--- config.mk ---
export PLATFORM = sky130hd
export DESIGN_NAME = alu_issue_ctrl
export DESIGN_NICKNAME = d
export VERILOG_FILES = /design/src/rtl/alu_issue_ctrl.sv
export SDC_FILE = /design/constraint.sdc
export NUM_CORES = 1
export LEC_CHECK = 0
export ABC_AREA = 1
export BUFFER_PORTS_ARGS = -buffer_cell sky130_fd_sc_hd__buf_2
export CORE_UTILIZATION = 45
export DETAILED_ROUTE_END_ITERATION = 6
export PLACE_DENSITY_LB_ADDON = 0.08
export SETUP_SLACK_MARGIN = 0.4
export SLEW_MARGIN = 20
export SYNTH_ARGS = -nofsm -noshare
export SYNTH_HDL_FRONTEND = slang
export SYNTH_SLANG_ARGS = --single-unit
--- constraint.sdc ---
create_clock -name clk -period 26.4 [get_ports clk]
set_input_delay 3.96 -clock clk [delete_from_list [all_inputs] [get_ports clk]]
set_output_delay 3.96 -clock clk [all_outputs]
set_load 0.01 [all_outputs]
--- src/rtl/alu_issue_ctrl.sv ---
// Issue controller for the combinational ALU: latches one instruction, reads
// operands from a 16-entry register file, captures the ALU result and writes it back.
module alu_issue_ctrl #(
    parameter int              DW       = 32,
    parameter logic [DW-1:0]   RF_RESET = '0
) (
    input  logic          clk,
    input  logic          rst,
    input  logic          instr_valid,
    output logic          instr_ready,
    input  logic [31:0]   instr,
    output logic [DW-1:0] alu_a,
    output logic [DW-1:0] alu_b,
    output logic [3:0]    alu_opcode,
    input  logic [DW-1:0] alu_result,
    output logic          done,
    output logic [DW-1:0] done_data,
    input  logic [3:0]    dbg_addr,
    output logic [DW-1:0] dbg_data
);

    typedef enum logic [1:0] {S_IDLE, S_READ, S_EXEC, S_WB} state_t;

    state_t        state_q, state_d;
    logic [31:0]   instr_q;
    logic [DW-1:0] a_q, b_q, res_q;
    logic [3:0]    op_q;
    logic [DW-1:0] rf_q [0:15];

    logic [3:0]    func, rd, rs, rt;
    logic          imm_sel;
    logic [14:0]   imm15;
    logic [DW-1:0] imm_sext;

    assign func     = instr_q[31:28];
    assign imm_sel  = instr_q[27];
    assign rd       = instr_q[26:23];
    assign rs       = instr_q[22:19];
    assign rt       = instr_q[18:15];
    assign imm15    = instr_q[14:0];
    assign imm_sext = {{(DW-15){imm15[14]}}, imm15};

    always_ff @(posedge clk or posedge rst) begin
        if (rst) state_q <= S_IDLE;
        else     state_q <= state_d;
    end

    always_comb begin
        state_d = state_q;
        case (state_q)
            S_IDLE: if (instr_valid) state_d = S_READ;
            S_READ: state_d = S_EXEC;
            S_EXEC: state_d = S_WB;
            S_WB:   state_d = S_IDLE;
            default: state_d = S_IDLE;
        endcase
    end

    always_comb begin
        instr_ready = (state_q == S_IDLE);
        done        = (state_q == S_WB);
        alu_a       = a_q;
        alu_b       = b_q;
        alu_opcode  = op_q;
        done_data   = res_q;
    end

    // Entry 0 is cleared on reset and never written, so plain indexing reads r0 as 0.
    always_comb begin
        dbg_data = rf_q[dbg_addr];
    end

    always_ff @(posedge clk or posedge rst) begin
        if (rst) begin
            instr_q <= '0;
            a_q     <= '0;
            b_q     <= '0;
            op_q    <= '0;
            res_q   <= '0;
            for (int unsigned i = 0; i < 16; i++) begin
                rf_q[i] <= (i == 0) ? '0 : RF_RESET;
            end
        end else begin
            case (state_q)
                S_IDLE: if (instr_valid) instr_q <= instr;
                S_READ: begin
                    a_q  <= rf_q[rs];
                    b_q  <= imm_sel ? imm_sext : rf_q[rt];
                    op_q <= func;
                end
                S_EXEC: res_q <= alu_result;
                S_WB:   if (rd != 4'd0) rf_q[rd] <= res_q;
                default: ;
            endcase
        end
    end

endmodule

==> flow_summary.toml <==
[status]
outcome = "finished clean"

[yosys]
synth.top_cell.area_share_pct = 42.40
netlist_top_cells_area = "dfrtp_1 42%, nand2_1 15%, o21ai_0 9.9%"
synth-seq-area-share_pct = 42.40
synth.distinct_cells = 25
synth.avg_cell_area_um2 = 6.975
syn-num-nets = 5542
yosys_warnings = 0
synthCells = 5466
ys_seq_elements = 646
post-synth-top-area-cell = "dfrtp_1"
synth_area_mm2 = 0.03812

[timing]
hold_viol_final = 0
skew_ns = 0.02257
setup_viol = 0
report.final.slew_viol_count = 0
period_minus_slack_ns = 10.64
post-route-period-util_pct = 40.32
hold_ws_ns = 0.4168
final.setup.tns_ns = 0
rsz0062_at_grt = "no"
worst_pin_slew_ns = 1.206
max_freq_mhz = 93.95
slew-limit-headroom_pct = 19.60

[critical_path]
r2r-start = "instr_q[15]"
crit_start = "dbg_addr[0]"
slowest_delay_ns = 0.95
critPathSlowestCell = "buf_4"
reg2reg_slack_ns = 22.47
cp_num_buf_inv = 3
crit_family = "buffers and inverters"
crit_top_cell = "nand2_1"
cp_max_fo = 182
crit_chain = "buf_8 -> buf_4 -> a21oi_1 -> o21ai_0 -> nand2_1 -> o211ai_1 -> nand2_1 -> buf_2"
cp.required_ns = 22.44
rr_endpoint = "alu_b[16]"
worstPathArrival_ns = 6.68
r2r_cells = 10
worst_setup_path_start_kind = "input port"
critPathCaptureType = "primary output"
crit_end = "dbg_data[4]"
worst-setup-path-type = "input port to primary output"
cp.depth = 8

[clock_tree]
post_cts_buffers = 0
clock_latency_ns = 0.64
cts.sinks = 646
clockBufferDepth = 3
cts.clk_slew.worst_paths_ns = 0.06
root_buffer = "clkbuf_16"
cts-resized-gates = 0
postCtsHoldBufs = 0
cts_buffers = 77
cts_tree = "yes"
htreeDepth = 3

[grt]
grt_pass1_wl_um = 220400
grt.busiest_layer = "met1"
met1_usage_pct = 50.15
grt_antenna_before_repair = 2
grt_overflow_total = 0
grt_pass1_vias = 34500
grt_use_total_pct = 33.74
use_met2_pct = 49.45
grt_max_degree = 250
grt_util_met3_pct = 5.976

[min_path]
hold_class = "flip-flop to flip-flop"

[final_layout]
final_common_cell = "nand2_1"
areaGrowthSynthToFinish_pct = 8.973
antennaDiodeCount = 0
num-nets-final = 5378
layout_common_cells = "1549 x nand2_1, 756 x o21ai_0, 692 x nand3_1"
nFillCells = 8531
drive_gt1_share_pct = 8.599

[pwr]
clock_power_share_pct = 19.9
power_frac_comb_pct = 47.4
p_int_uw = 2830
p_seq_share_pct = 32.7
p_leak_uw = 0.01945
power_switching_uw = 2698
irDropWorstVdd_v = 0.0001091
power_uw = 5528
power.share.switching_pct = 48.80
cellPowerDensity_mw_per_mm2 = 133.1

[place]
post-dp-hpwl_um = 79860
io_buffers = 204
gp_congestion = 0.8618

[routing]
first_iter_violations = 4787
wl_per_cell_um = 22.58
vias = 37960
route.detailed.drc = 0
wirelength_um = 146700
ant_nets = 0
drt-pass1-iter-count = 7
viasPerCell = 5.845

[floorplan]
rows = 106
die_area_mm2 = 0.08588
coreArea_mm2 = 0.08369
die_w_um = 293.1
ios = 205
die_y_um = 293.1
start_util_pct = 45.55

[run]
maxCapViolations = 0
[Yosys cell counts, drive strengths merged]
library cell,n
a21oi,369
buf,242
clkbuf,261
clkinv,1
dfrtp,646
ha,5
inv,450
mux2,21
nand2,1557
nand3,696
nor2,162
nor3,2
o211ai,248
o21ai,792
or2,14
[worst reg2reg max path, stage by stage, from the launching register on]
cell     delay (ns)
dfrtp_4        0.97
buf_4          0.87
buf_12         0.39
buf_16         0.58
nand2_1        0.18
nand3_1        0.11
nand3_1        0.11
nand3_1        0.13
nand2_1        0.07
nand2_1        0.28
a21oi_1        0.11
[layout make-up]
| type | count | area, um2 | area share, % |
|---|---|---|---|
| clock buffer | 115 | 2323 | 5.593 |
| sequential | 646 | 16190 | 38.97 |
| timing repair buffer | 260 | 1495 | 3.599 |
| inverter | 451 | 1717 | 4.132 |
| multi-input combinational | 3866 | 18160 | 43.70 |
| tap | 1134 | 1419 | 3.415 |
| clock inverter | 23 | 242.7 | 0.5843 |
[worst min path at each step]
stage / cells past startpoint / endpoint / start
2_1_floorplan: 2 / alu_opcode[0] / instr_q[28]
3_3_place_gp: 0 / rf_q[485] / rf_q[485]
3_5_place_dp: 0 / rf_q[489] / rf_q[489]
4_1_cts: 0 / rf_q[480] / rf_q[480]
5_1_grt: 0 / rf_q[488] / rf_q[488]
6_report: 0 / rf_q[480] / rf_q[480]
[cell families after synthesis]
family,Yosys count,share of synthesized area [%]
compound gates,1409,20.13
buf+inv,954,10.20
mux,21,0.6203
fa+ha+maj,5,0.1641
flops,646,42.40
simple gates,2431,26.49
[registers in the layout, summed over array words and instances (netlist names)]
name	flops
alu_b	32
alu_opcode	4
state_q	2
alu_a	32
done_data	32
rf_q	512
instr_q	32
[metal layers]
layer	routed length, um	vias up
met4	4153	2
met3	15390	270
met2	61690	2000
met1	65410	17990
met5	12	-
li1	-	17700
[power groups by stage]
stage,clock network [uW],logic [uW],registers [uW]
global placement,0,2530,1810
finish,1100,2620,1810
CTS,1110,2570,1800
floorplan,0,1810,1670
global route,1150,2910,1860
detailed placement,0,2560,1810
[per-stage QoR]
stage / instance area [um2] / instances / util, % / setup slack [ns]
final: 41540 / 6495 / 49.64 / 15.76
after global routing: 41540 / 6495 / 49.64 / 15.58
after CTS: 41510 / 6494 / 49.60 / 15.87
after detailed placement: 38940 / 6356 / 46.54 / 15.87
after global placement: 38940 / 6356 / 46.54 / 15.92
after floorplan: 38120 / 5466 / - / 4.341
(Power assumes the default switching activity.)
